File: config.mk
export PLATFORM = sky130hd
export DESIGN_NAME = smachine_exec_unit_flat
export DESIGN_NICKNAME = d
export VERILOG_FILES = /design/src/rtl/smachine_pkg.sv /design/src/rtl/smachine_if.sv /design/src/rtl/smachine_alu.sv /design/src/rtl/smachine_exec_unit.sv /design/src/flat_wrapper.sv
export SDC_FILE = /design/constraint.sdc
export NUM_CORES = 1
export LEC_CHECK = 0
export ABC_AREA = 1
export ABC_CLOCK_PERIOD_IN_PS = 4900
export BUFFER_PORTS_ARGS = -buffer_cell sky130_fd_sc_hd__buf_2
export CAP_MARGIN = 15
export CELL_PAD_IN_SITES_DETAIL_PLACEMENT = 1
export CELL_PAD_IN_SITES_GLOBAL_PLACEMENT = 1
export CORE_MARGIN = 8
export CORE_UTILIZATION = 35
export DETAILED_ROUTE_END_ITERATION = 8
export MAX_ROUTING_LAYER = met4
export PLACE_DENSITY = 0.79
export RECOVER_POWER = 50
export SLEW_MARGIN = 20
export SYNTH_ARGS = -nofsm -noshare
export SYNTH_HDL_FRONTEND = slang
export SYNTH_HIERARCHICAL = 1
export SYNTH_SLANG_ARGS = --single-unit
File: constraint.sdc
create_clock -name clk -period 4.9 [get_ports clk]
set_input_delay 0.735 -clock clk [delete_from_list [all_inputs] [get_ports clk]]
set_output_delay 0.735 -clock clk [all_outputs]
set_load 0.01 [all_outputs]
File: src/rtl/smachine_pkg.sv
// Shared opcode encodings, FSM state type and flag bit positions for the S-Machine execute unit.
// Latency: n/a (declarations only).
// Backpressure: n/a.
package smachine_pkg;

    localparam logic [3:0] OP_LD   = 4'h0;
    localparam logic [3:0] OP_ST   = 4'h1;
    localparam logic [3:0] OP_INC  = 4'h2;
    localparam logic [3:0] OP_ILL3 = 4'h3;
    localparam logic [3:0] OP_ADD  = 4'h4;
    localparam logic [3:0] OP_SUB  = 4'h5;
    localparam logic [3:0] OP_OR   = 4'h6;
    localparam logic [3:0] OP_AND  = 4'h7;
    localparam logic [3:0] OP_XOR  = 4'h8;
    localparam logic [3:0] OP_SHR  = 4'h9;
    localparam logic [3:0] OP_MOV  = 4'hA;
    localparam logic [3:0] OP_EXCH = 4'hB;
    localparam logic [3:0] OP_CMP  = 4'hC;
    localparam logic [3:0] OP_SET  = 4'hD;
    localparam logic [3:0] OP_CLR  = 4'hE;
    localparam logic [3:0] OP_ILLF = 4'hF;

    // Flag vector layout {Z, N, C}; SET/CLR masks in inst[10:8] use the same order.
    localparam int FLAG_Z = 2;
    localparam int FLAG_N = 1;
    localparam int FLAG_C = 0;

    typedef enum logic [1:0] {
        S_IDLE = 2'd0,
        S_EXEC = 2'd1,
        S_MEM  = 2'd2,
        S_DONE = 2'd3
    } state_t;

    function automatic logic is_illegal_op(input logic [3:0] op);
        return (op == OP_ILL3) || (op == OP_ILLF);
    endfunction

endpackage

File: src/rtl/smachine_if.sv
// Data-memory request/acknowledge port between the execute unit (master) and memory (slave).
// Latency: a request completes in the cycle mem_ack is high with mem_req.
// Backpressure: memory stalls by withholding mem_ack; master holds all request fields meanwhile.
interface smachine_if #(
    parameter int DATA_W = 16,
    parameter int ADDR_W = 8
);
    logic              mem_req;
    logic              mem_we;
    logic [ADDR_W-1:0] mem_addr;
    logic [DATA_W-1:0] mem_wdata;
    logic              mem_ack;
    logic [DATA_W-1:0] mem_rdata;

    modport master (
        output mem_req, mem_we, mem_addr, mem_wdata,
        input  mem_ack, mem_rdata
    );

    modport slave (
        input  mem_req, mem_we, mem_addr, mem_wdata,
        output mem_ack, mem_rdata
    );
endinterface

File: src/rtl/smachine_alu.sv
// Combinational datapath for all register-only instructions: results, write strobes, next flags.
// Latency: 0 cycles (pure combinational).
// Backpressure: none; the FSM decides when outputs are committed.
module smachine_alu
    import smachine_pkg::*;
#(
    parameter int DATA_W = 16
) (
    input  logic [DATA_W-1:0] a,
    input  logic [DATA_W-1:0] b,
    input  logic [15:0]       inst,
    input  logic [2:0]        flags_in,
    output logic [DATA_W-1:0] res_a,
    output logic [DATA_W-1:0] res_b,
    output logic              wr_a,
    output logic              wr_b,
    output logic [2:0]        flags_out
);
    logic [3:0]        op;
    logic              sel;
    logic [7:0]        imm;
    logic [DATA_W-1:0] sel_reg;
    logic [DATA_W-1:0] imm_sx;
    logic [DATA_W-1:0] imm_ld;

    assign op      = inst[15:12];
    assign sel     = inst[11];
    assign imm     = inst[7:0];
    assign sel_reg = sel ? b : a;
    assign imm_sx  = {{(DATA_W-8){imm[7]}}, imm};
    assign imm_ld  = inst[9] ? {imm, {(DATA_W-8){1'b0}}} : {{(DATA_W-8){1'b0}}, imm};

    // One extra bit on top of the result carries the carry/borrow (or the bit shifted out by SHR).
    always_comb begin
        logic [DATA_W:0] wide;
        logic            upd;
        wide      = '0;
        upd       = 1'b0;
        res_a     = a;
        res_b     = b;
        wr_a      = 1'b0;
        wr_b      = 1'b0;
        flags_out = flags_in;
        case (op)
            OP_LD: begin
                if (inst[10]) begin
                    res_a = imm_ld;
                    res_b = imm_ld;
                    wr_a  = !sel;
                    wr_b  = sel;
                end
            end
            OP_INC: begin
                wide  = {1'b0, sel_reg} + {1'b0, imm_sx};
                res_a = wide[DATA_W-1:0];
                res_b = wide[DATA_W-1:0];
                wr_a  = !sel;
                wr_b  = sel;
                upd   = 1'b1;
            end
            OP_ADD, OP_SUB, OP_OR, OP_AND, OP_XOR, OP_SHR, OP_CMP: begin
                case (op)
                    OP_ADD:  wide = {1'b0, a} + {1'b0, b};
                    OP_OR:   wide = {1'b0, a | b};
                    OP_AND:  wide = {1'b0, a & b};
                    OP_XOR:  wide = {1'b0, a ^ b};
                    OP_SHR:  wide = {a[0], 1'b0, a[DATA_W-1:1]};
                    default: wide = {1'b0, a} - {1'b0, b};
                endcase
                res_a = wide[DATA_W-1:0];
                wr_a  = (op != OP_CMP);
                upd   = 1'b1;
            end
            OP_MOV: begin
                res_b = a;
                wr_b  = 1'b1;
            end
            OP_EXCH: begin
                res_a = b;
                res_b = a;
                wr_a  = 1'b1;
                wr_b  = 1'b1;
            end
            OP_SET:  flags_out = flags_in | inst[10:8];
            OP_CLR:  flags_out = flags_in & ~inst[10:8];
            default: ;
        endcase
        if (upd) begin
            flags_out[FLAG_Z] = (wide[DATA_W-1:0] == '0);
            flags_out[FLAG_N] = wide[DATA_W-1];
            flags_out[FLAG_C] = wide[DATA_W];
        end
    end
endmodule

File: src/rtl/smachine_exec_unit.sv
// S-Machine execute unit: one instruction per start handshake, updates A/B/flags/PC.
// Latency: 2 edges after acceptance to done for register ops; 3 + memory wait states for LD/ST.
// Backpressure: start ignored while busy (not queued); memory stalls via mem_ack with request held.
module smachine_exec_unit
    import smachine_pkg::*;
#(
    parameter int DATA_W = 16,
    parameter int ADDR_W = 8
) (
    input  logic              clk,
    input  logic              rst,
    input  logic [15:0]       inst,
    input  logic              start,
    output logic              busy,
    output logic              done,
    output logic              illegal,
    output logic [ADDR_W-1:0] pc,
    output logic              flag_z,
    output logic              flag_n,
    output logic              flag_c,
    output logic [DATA_W-1:0] reg_a,
    output logic [DATA_W-1:0] reg_b,
    smachine_if.master        mem
);
    state_t            state;
    logic [15:0]       inst_q;
    logic [2:0]        flags;
    logic [3:0]        op_q;
    logic              sel_q;
    logic              mem_op;
    logic [DATA_W-1:0] alu_res_a;
    logic [DATA_W-1:0] alu_res_b;
    logic              alu_wr_a;
    logic              alu_wr_b;
    logic [2:0]        alu_flags;

    assign op_q   = inst_q[15:12];
    assign sel_q  = inst_q[11];
    assign mem_op = (op_q == OP_ST) || ((op_q == OP_LD) && !inst_q[10]);

    assign flag_z = flags[FLAG_Z];
    assign flag_n = flags[FLAG_N];
    assign flag_c = flags[FLAG_C];

    smachine_alu #(.DATA_W(DATA_W)) u_alu (
        .a         (reg_a),
        .b         (reg_b),
        .inst      (inst_q),
        .flags_in  (flags),
        .res_a     (alu_res_a),
        .res_b     (alu_res_b),
        .wr_a      (alu_wr_a),
        .wr_b      (alu_wr_b),
        .flags_out (alu_flags)
    );

    // Control FSM plus all architectural state and the memory request registers.
    always_ff @(posedge clk) begin
        if (rst) begin
            state         <= S_IDLE;
            inst_q        <= '0;
            reg_a         <= '0;
            reg_b         <= '0;
            flags         <= '0;
            pc            <= '0;
            busy          <= 1'b0;
            done          <= 1'b0;
            illegal       <= 1'b0;
            mem.mem_req   <= 1'b0;
            mem.mem_we    <= 1'b0;
            mem.mem_addr  <= '0;
            mem.mem_wdata <= '0;
        end else begin
            done    <= 1'b0;
            illegal <= 1'b0;
            case (state)
                // busy is still high during the done cycle, which blocks a start there.
                S_IDLE: begin
                    busy <= 1'b0;
                    if (start && !busy) begin
                        inst_q <= inst;
                        busy   <= 1'b1;
                        state  <= S_EXEC;
                    end
                end
                S_EXEC: begin
                    if (mem_op) begin
                        mem.mem_req   <= 1'b1;
                        mem.mem_we    <= (op_q == OP_ST);
                        mem.mem_addr  <= inst_q[ADDR_W-1:0];
                        mem.mem_wdata <= sel_q ? reg_b : reg_a;
                        state         <= S_MEM;
                    end else begin
                        if (alu_wr_a) reg_a <= alu_res_a;
                        if (alu_wr_b) reg_b <= alu_res_b;
                        flags <= alu_flags;
                        state <= S_DONE;
                    end
                end
                S_MEM: begin
                    if (mem.mem_ack) begin
                        mem.mem_req <= 1'b0;
                        if (!mem.mem_we) begin
                            if (sel_q) reg_b <= mem.mem_rdata;
                            else       reg_a <= mem.mem_rdata;
                        end
                        state <= S_DONE;
                    end
                end
                S_DONE: begin
                    done    <= 1'b1;
                    illegal <= is_illegal_op(op_q);
                    pc      <= pc + ADDR_W'(1);
                    state   <= S_IDLE;
                end
                default: state <= S_IDLE;
            endcase
        end
    end
endmodule
File: src/flat_wrapper.sv
// flat-port wrapper written by rule: the top's interface ports become plain ports
module smachine_exec_unit_flat import smachine_pkg::*;
#(
    parameter int DATA_W = 16,
    parameter int ADDR_W = 8
)
  (clk, rst, inst, start, busy, done, illegal, pc, flag_z, flag_n, flag_c, reg_a, reg_b, mem_mem_req, mem_mem_we, mem_mem_addr, mem_mem_wdata, mem_mem_ack, mem_mem_rdata);
  smachine_if #(.DATA_W(DATA_W), .ADDR_W(ADDR_W)) mem_i ();
  input  logic clk;
  input  logic rst;
  input  logic [15:0] inst;
  input  logic start;
  output logic busy;
  output logic done;
  output logic illegal;
  output logic [ADDR_W-1:0] pc;
  output logic flag_z;
  output logic flag_n;
  output logic flag_c;
  output logic [DATA_W-1:0] reg_a;
  output logic [DATA_W-1:0] reg_b;
  output wire logic [$bits(mem_i.mem_req)-1:0] mem_mem_req;
  output wire logic [$bits(mem_i.mem_we)-1:0] mem_mem_we;
  output wire logic [$bits(mem_i.mem_addr)-1:0] mem_mem_addr;
  output wire logic [$bits(mem_i.mem_wdata)-1:0] mem_mem_wdata;
  input wire logic [$bits(mem_i.mem_ack)-1:0] mem_mem_ack;
  input wire logic [$bits(mem_i.mem_rdata)-1:0] mem_mem_rdata;
  assign mem_mem_req = mem_i.mem_req;
  assign mem_mem_we = mem_i.mem_we;
  assign mem_mem_addr = mem_i.mem_addr;
  assign mem_mem_wdata = mem_i.mem_wdata;
  assign mem_i.mem_ack = mem_mem_ack;
  assign mem_i.mem_rdata = mem_mem_rdata;
  smachine_exec_unit #(.DATA_W(DATA_W), .ADDR_W(ADDR_W)) u_core (.clk(clk), .rst(rst), .inst(inst), .start(start), .busy(busy), .done(done), .illegal(illegal), .pc(pc), .flag_z(flag_z), .flag_n(flag_n), .flag_c(flag_c), .reg_a(reg_a), .reg_b(reg_b), .mem(mem_i));
endmodule
Word level (Yosys, flattened, before mapping)
Index checks and enable logic that the tools add are counted.
- flip-flop bits (word level): 90
- input port bits: 36
- word-level logic and storage cells: 114
- add/subtract/negate cells: 4
- equal/unequal tests: 31
- multiplexer cells: 35
- bitwise operators: 8
- reduce and logical (&&, ||, !) cells: 23
- operator list (kind ; number):
    16-bit 2-to-1 mux ; 13
    17-bit case mux with 5 select lines ; 1
    16-bit case mux with 2 select lines ; 2
    16-bit case mux with 4 select lines ; 1
    16-bit case mux with 3 select lines ; 1
    16-bit by 16-bit adder with 17-bit output ; 2
    17-bit case mux with 2 select lines ; 1
    4-bit equality test, second input constant ; 8
    16-bit by 16-bit subtractor with 17-bit output ; 1
    16-bit bitwise AND ; 1
    4-bit by 3-bit equality test with 1-bit output, second input constant ; 4
    16-bit logical NOT ; 1
    16-bit bitwise OR ; 1
    8-bit AND reduction ; 2
    16-bit XOR ; 1
    2-bit by 1-bit != test with 1-bit output, second input constant ; 5
    8-bit by 1-bit adder with 8-bit output, second input constant ; 1
    4-bit by 2-bit equality test with 1-bit output, second input constant ; 2
    1-bit 2-to-1 mux ; 8
    2-bit != test, second input constant ; 4
    2-bit case mux with 4 select lines ; 1
    8-bit OR reduction ; 1
    7-bit OR reduction ; 1
    3-bit case mux with 2 select lines ; 1
    other kinds (26) ; 37

Logic depth before layout (Yosys ltp)
- depth in word-level cells: 6
- depth in mapped cells: 26
- depth with buffers taken out: 26

Modules after synthesis
The synthesis kept the hierarchy.
- modules (own cells, without submodules) (module ; times used ; cells each ; area each (µm²) ; seq. area each (µm²)):
    smachine_alu ; 1 ; 907 ; 4700.8 ; 0.0
    smachine_exec_unit ; 1 ; 642 ; 4267.8 ; 1801.7

Least setup slack after synthesis
Ideal clock, no wire load.
- kind: register to register
- start: reg u_core.reg_b[1]
- end: reg u_core.reg_a[15]
- setup time: 0.110 ns
- arrival: 2.989 ns
- setup slack: 1.801 ns
- cell stages (with the launch flop): 24
- path buffers: 0
- period minus slack after synthesis: 3.099 ns
- cell sequence: dfxtp_1 > inv_1 > ha_1 > nand4_1 > nor2_1 > nand2_1 > nor3_1 > nand2_1 > nand2_1 > o21ai_0 > xor2_1 > ha_1 > a21oi_1 > o21ai_0 > a21oi_1 > a21oi_1 > o21ai_1 > nand2_1 > nor2_1 > a21oi_1 > a21oi_1 > nand4_1 > nand2_1 > nor2_1
- word-level cells in the longest chain between the ends: 6
- elaborated cells on any way between the ends: 9
- those cells by class: add/sub: 3; mux: 6
- ends and longest elaborated chain (item ; line ; RTL):
    start: declaration ; smachine_exec_unit.sv:22 ; output logic [DATA_W-1:0] reg_b,
    start signal: assignment ; smachine_exec_unit.sv:95 ; if (alu_wr_b) reg_b <= alu_res_b;
    start signal: assignment ; smachine_exec_unit.sv:104 ; if (sel_q) reg_b <= mem.mem_rdata;
    16-bit by 16-bit subtractor with 17-bit output, or another cell as far along ; smachine_alu.sv:68 ; default: wide = {1'b0, a} - {1'b0, b};
    17-bit case mux with 5 select lines or 16-bit by 16-bit adder with 17-bit output (tied branches) ; smachine_alu.sv:62, smachine_alu.sv:54 ;
    16-bit case mux with 4 select lines (*) ; smachine_alu.sv:44 ; case (op)
    net u_core.alu_res_a[15] ; smachine_exec_unit.sv:31 ; logic [DATA_W-1:0] alu_res_a;
    16-bit 2-to-1 mux (*) ; smachine_exec_unit.sv:94 ; if (alu_wr_a) reg_a <= alu_res_a;
    16-bit 2-to-1 mux (*) ; smachine_exec_unit.sv:87 ; if (mem_op) begin
    16-bit case mux with 2 select lines (*) ; smachine_exec_unit.sv:76 ; case (state)
    end signal: assignment ; smachine_exec_unit.sv:94 ;
    end signal: assignment ; smachine_exec_unit.sv:105 ; else reg_a <= mem.mem_rdata;
    end: declaration ; smachine_exec_unit.sv:21 ; output logic [DATA_W-1:0] reg_a,
Mark *: on every way through the listed nets, which the timed path passes. The rest lies on a longest branch. The select of a mux whose other input is x is not followed.
A chain may end at the register's enable or synchronous reset.

Worst setup path in the final report
- start: reg u_core.reg_b[2]
- end: reg u_core.reg_a[15]
Same word-level chain as after synthesis.

==> flow_results.xml <==
<?xml version="1.0" encoding="UTF-8"?>
<metrics>
  <group name="run_status">
    <metric name="outcome" unit="">finished clean</metric>
  </group>
  <group name="grt">
    <metric name="vias_in_the_first_global_route" unit="">11000</metric>
    <metric name="antenna_found_initial" unit="">0</metric>
    <metric name="grt.total_usage" unit="%">25.8</metric>
    <metric name="grt_pass1_wl" unit="mm">61.7</metric>
    <metric name="grt_max_degree" unit="">55</metric>
    <metric name="globalRouteOverflowTotal" unit="">0</metric>
  </group>
  <group name="worst_setup_path">
    <metric name="crit_type" unit="">register to register</metric>
    <metric name="crit_chain" unit="">clkbuf_1, inv_1, nand4_1, nor2_1, nand2_1, nor3_1, nand2_1, nand2_1, o21ai_0, xor2_1, ha_1, a21oi_1, o21ai_0, a21oi_1, a21oi_1, o21ai_1, nand2_1, nor2_1, a21oi_1, a21oi_1, nand4_1, nand2_1, nor2_1</metric>
    <metric name="critical_path.reg2reg.startpoint" unit="">u_core/reg_b[2]$_SDFFE_PP0P_</metric>
    <metric name="timing.critical_path.slowest_cell_delay" unit="ns">0.37</metric>
    <metric name="crit_buf_inv" unit="">2</metric>
    <metric name="r2r_path_end" unit="">u_core/reg_a[15]$_SDFFE_PP0P_</metric>
    <metric name="worst-r2r-setup-slack" unit="ns">0.61</metric>
    <metric name="critical-path-slowest-cell" unit="">sky130_fd_sc_hd__ha_1</metric>
    <metric name="critical_path.max_fanout" unit="">8</metric>
    <metric name="worstSetupEndpointType" unit="">register</metric>
    <metric name="timing.reg2reg.worst_path_depth" unit="">23</metric>
    <metric name="cpLargestDelayFamily" unit="">simple AND/OR/NAND/NOR gates</metric>
    <metric name="timing.critical_path.from_type" unit="">register</metric>
    <metric name="critPathArrivalTime" unit="ns">4.56</metric>
    <metric name="worst-endpoint-required" unit="ns">5.16</metric>
  </group>
  <group name="synthesis">
    <metric name="synth_sequential_area_ratio" unit="%">20.1</metric>
    <metric name="synth.yosys.warnings" unit="">6</metric>
    <metric name="leading_post_synthesis_cells_by_cell_area" unit="">sky130_fd_sc_hd__dfxtp_1 20%, sky130_fd_sc_hd__nand2_1 16%, sky130_fd_sc_hd__ha_1 10%, sky130_fd_sc_hd__inv_1 9.8%, sky130_fd_sc_hd__a21oi_1 8.4%</metric>
    <metric name="synth-seq-cells" unit="">90</metric>
    <metric name="postSynthCellCount" unit="">1549</metric>
    <metric name="postSynthAreaPerCell" unit="sq um">5.79</metric>
    <metric name="synthesized_net_count" unit="">1659</metric>
    <metric name="top_cell_type_s_share_of_synthesized_area" unit="%">20.1</metric>
    <metric name="number_of_flops_mapped_to_enable_cells_by_yosys" unit="">0</metric>
    <metric name="number_of_library_cell_types_mapped_by_synthesis" unit="">44</metric>
    <metric name="synth_top_flop_cell" unit="">sky130_fd_sc_hd__dfxtp_1</metric>
    <metric name="syn_area" unit="sq mm">0.00897</metric>
    <metric name="ys_async_sr_fraction" unit="%">0</metric>
    <metric name="netlist.top_cell.by_area" unit="">sky130_fd_sc_hd__dfxtp_1</metric>
  </group>
  <group name="floorplanning">
    <metric name="die-width" unit="um">176</metric>
    <metric name="floorplan.io_pins" unit="">108</metric>
    <metric name="rows" unit="">58</metric>
    <metric name="die_y" unit="um">176</metric>
    <metric name="dieArea" unit="sq mm">0.0310</metric>
    <metric name="coreArea" unit="sq mm">0.0252</metric>
    <metric name="effective_utilization_at_floorplan" unit="%">35.6</metric>
  </group>
  <group name="power">
    <metric name="power_frac_comb" unit="%">70.9</metric>
    <metric name="total_leakage_power" unit="nW">5.01</metric>
    <metric name="power-per-cell-area" unit="mW/mm^2">706</metric>
    <metric name="power.switching_fraction" unit="%">58.7</metric>
    <metric name="p_int" unit="W">0.00293</metric>
    <metric name="switching_power" unit="W">0.00417</metric>
    <metric name="p_clk_share" unit="%">10.9</metric>
    <metric name="pwr-share-seq" unit="%">18.2</metric>
    <metric name="irDropWorstVdd" unit="V">0.000280</metric>
  </group>
  <group name="final_layout">
    <metric name="layout.cells.most_common_list" unit="">386 x sky130_fd_sc_hd__nand2_1, 235 x sky130_fd_sc_hd__inv_1, 194 x sky130_fd_sc_hd__nor2_1</metric>
    <metric name="finalNonFillerCells" unit="">1967</metric>
    <metric name="syn2layout_area_growth" unit="%">12.1</metric>
    <metric name="insertedDiodeCount" unit="">0</metric>
    <metric name="final_common_cell" unit="">sky130_fd_sc_hd__nand2_1</metric>
    <metric name="post-route-util" unit="%">39.9</metric>
    <metric name="final_nets" unit="">1742</metric>
    <metric name="fraction_of_layout_cells_with_a_size_suffix_above_1" unit="%">7.27</metric>
  </group>
  <group name="timing">
    <metric name="finalCritPeriodShare" unit="%">87.6</metric>
    <metric name="rsz0062_at_grt" unit="">no</metric>
    <metric name="setup_failing_eps_final" unit="">0</metric>
    <metric name="hold_slack" unit="ns">0.469</metric>
    <metric name="report.final.hold_viol_count" unit="">0</metric>
    <metric name="skew" unit="ns">0.0130</metric>
    <metric name="max_slew_margin" unit="%">3.81</metric>
    <metric name="timing.setup.tns" unit="ns">0</metric>
    <metric name="worst-slew-pin-transition" unit="ns">1.44</metric>
    <metric name="achievable_frequency" unit="MHz">233</metric>
    <metric name="period_minus_slack" unit="ns">4.29</metric>
    <metric name="report.final.slew_viol_count" unit="">0</metric>
    <metric name="finalWorstSetupSlack" unit="ns">0.609</metric>
  </group>
  <group name="placement">
    <metric name="place_congestion" unit="">0.962</metric>
    <metric name="detailed_placer_s_ending_hpwl" unit="mm">31.1</metric>
    <metric name="pre_cts_slack" unit="ns">0.734</metric>
    <metric name="placedCellCount" unit="">1951</metric>
    <metric name="numPortBuffers" unit="">107</metric>
  </group>
  <group name="worst_hold_path">
    <metric name="hold_path_startpoint" unit="">u_core/inst_q[8]$_SDFFE_PP0P_</metric>
    <metric name="whs_endpoint" unit="">u_core/inst_q[8]$_SDFFE_PP0P_</metric>
    <metric name="worstHoldPathCells" unit="">2</metric>
    <metric name="timing.hold.worst.class" unit="">register to register</metric>
  </group>
  <group name="clocking">
    <metric name="cts_setup_buffers" unit="">0</metric>
    <metric name="cts_inserted_buffers" unit="">9</metric>
    <metric name="clock-sinks" unit="">90</metric>
    <metric name="cts.reportedPaths.clkPinSlew" unit="ns">0.08</metric>
    <metric name="clk_lat_worst_skew" unit="ns">0.36</metric>
    <metric name="cts_tree" unit="">done</metric>
    <metric name="cts_resized" unit="">0</metric>
    <metric name="cts_htree_levels" unit="">3</metric>
    <metric name="cts.path.max_buffers" unit="">2</metric>
    <metric name="postCtsHoldBufs" unit="">0</metric>
    <metric name="clockRootBuffer" unit="">sky130_fd_sc_hd__clkbuf_16</metric>
  </group>
  <group name="route">
    <metric name="drt-total-wl" unit="mm">39.8</metric>
    <metric name="postRouteAntennaNets" unit="">0</metric>
    <metric name="routedWlPerCell" unit="um">20.2</metric>
    <metric name="detailedRoute.firstPassIterationCount" unit="">5</metric>
    <metric name="drc_errors" unit="">0</metric>
    <metric name="routed-via-count" unit="">10900</metric>
    <metric name="drt_iter0_markers" unit="">993</metric>
    <metric name="vias_per_cell" unit="">5.55</metric>
  </group>
  <group name="flow_run">
    <metric name="maxCapViolCount" unit="">0</metric>
  </group>
</metrics>
[worst max path at each step]
stage | start | end | slack [ns] | cells past startpoint
2_1_floorplan | u_core/reg_b[1]$_SDFFE_PP0P_ | u_core/reg_a[15]$_SDFFE_PP0P_ | 1.80 | 23
3_3_place_gp | u_core/inst_q[13]$_SDFFE_PP0P_ | u_core/reg_a[15]$_SDFFE_PP0P_ | 0.92 | 20
3_5_place_dp | u_core/inst_q[13]$_SDFFE_PP0P_ | u_core/reg_a[15]$_SDFFE_PP0P_ | 0.73 | 20
4_1_cts | u_core/inst_q[13]$_SDFFE_PP0P_ | u_core/reg_a[15]$_SDFFE_PP0P_ | 0.72 | 20
5_1_grt | u_core/reg_b[2]$_SDFFE_PP0P_ | u_core/reg_a[15]$_SDFFE_PP0P_ | 0.24 | 23
6_report | u_core/reg_b[2]$_SDFFE_PP0P_ | u_core/reg_a[15]$_SDFFE_PP0P_ | 0.61 | 23
[cell usage after synthesis, types with 2 or more instances]
cell and count:
sky130_fd_sc_hd__nand3_1 71, sky130_fd_sc_hd__fa_1 2, sky130_fd_sc_hd__buf_4 2, sky130_fd_sc_hd__nand2_1 386
sky130_fd_sc_hd__or2_2 3, sky130_fd_sc_hd__o21ai_1 7, sky130_fd_sc_hd__a22oi_1 4, sky130_fd_sc_hd__nand3b_1 5
sky130_fd_sc_hd__inv_1 235, sky130_fd_sc_hd__a31oi_1 3, sky130_fd_sc_hd__o21ai_0 131, sky130_fd_sc_hd__nor2_4 2
sky130_fd_sc_hd__dfxtp_1 90, sky130_fd_sc_hd__a21oi_1 150, sky130_fd_sc_hd__xor2_1 17, sky130_fd_sc_hd__o211ai_1 7
sky130_fd_sc_hd__and2_1 2, sky130_fd_sc_hd__buf_1 3, sky130_fd_sc_hd__inv_2 11, sky130_fd_sc_hd__nor2_1 195
sky130_fd_sc_hd__a211oi_1 2, sky130_fd_sc_hd__nand4_1 38, sky130_fd_sc_hd__a21o_1 2, sky130_fd_sc_hd__nor3_1 9
sky130_fd_sc_hd__buf_2 15, sky130_fd_sc_hd__nand3_4 2, sky130_fd_sc_hd__clkbuf_1 37, sky130_fd_sc_hd__o22ai_1 2
sky130_fd_sc_hd__nand2_2 3, sky130_fd_sc_hd__a32oi_1 6, sky130_fd_sc_hd__buf_6 3, sky130_fd_sc_hd__o21bai_1 3
sky130_fd_sc_hd__nor2_2 4, sky130_fd_sc_hd__o2111ai_1 16, sky130_fd_sc_hd__ha_1 72
[power groups by stage]
stage / registers [W] / logic, W / clock network [W]
floorplan: 0.00122 / 0.00340 / 0
global placement: 0.00129 / 0.00480 / 0
detailed placement: 0.00130 / 0.00494 / 0
CTS: 0.00128 / 0.00497 / 0.000785
global route: 0.00132 / 0.00558 / 0.000813
finish: 0.00129 / 0.00504 / 0.000775
[through the flow]
step	cell area [sq um]	total power, W
finish	10100	0.00710
global route	10100	0.00771
CTS	10200	0.00704
detailed placement	9840	0.00623
global placement	9840	0.00609
floorplan	8970	0.00463
[state kept, by name, indices dropped and copies added, names as in the netlist, 2 cells and up]
signal	cells
u_core/pc	8
u_core/inst_q	16
u_core/reg_a	16
u_core/state	2
u_core/reg_b	16
u_core/mem.mem_addr	8
u_core/mem.mem_wdata	16
u_core/flags	3
[cells by family (layout without fill, tap and decap cells)]
group | count (synthesis) | after routing | share of synthesized area (%)
AND/OR/NAND/NOR | 724 | 724 | 34.0
AO/OA/AOI/OAI | 335 | 335 | 20.3
buffers and inverters | 309 | 397 | 13.5
flip-flops | 90 | 90 | 20.1
adder cells (fa/ha/maj) | 74 | 74 | 10.5
XOR/XNOR | 17 | 17 | 1.66
[metal layers]
metal  share of wire, %  global-route usage [%]  wire (um)  up-vias
li1                   -                       -          -     5164
met1                 45                    33.2      17700     5213
met2                 44                    39.2      17500      441
met3                7.6                    4.79       3040       97
met4                3.7                    11.0       1490        0
met5                  0                       -          0        -
[cell type report]
type | count | area, sq um
Fill cell | 3530 | 15100
Multi-Input combinational cell | 1150 | 5960
Sequential cell | 90 | 1800
Inverter | 248 | 932
Timing Repair Buffer | 133 | 633
Tap cell | 330 | 413
Clock buffer | 9 | 225
Clock inverter | 7 | 92.6
[tightest hold or removal path, cell delays in order, from the launching register on]
cell and delay, ns:
sky130_fd_sc_hd__dfxtp_1 0.33, sky130_fd_sc_hd__inv_1 0.05, sky130_fd_sc_hd__a21oi_1 0.05
(Power assumes the default switching activity.)
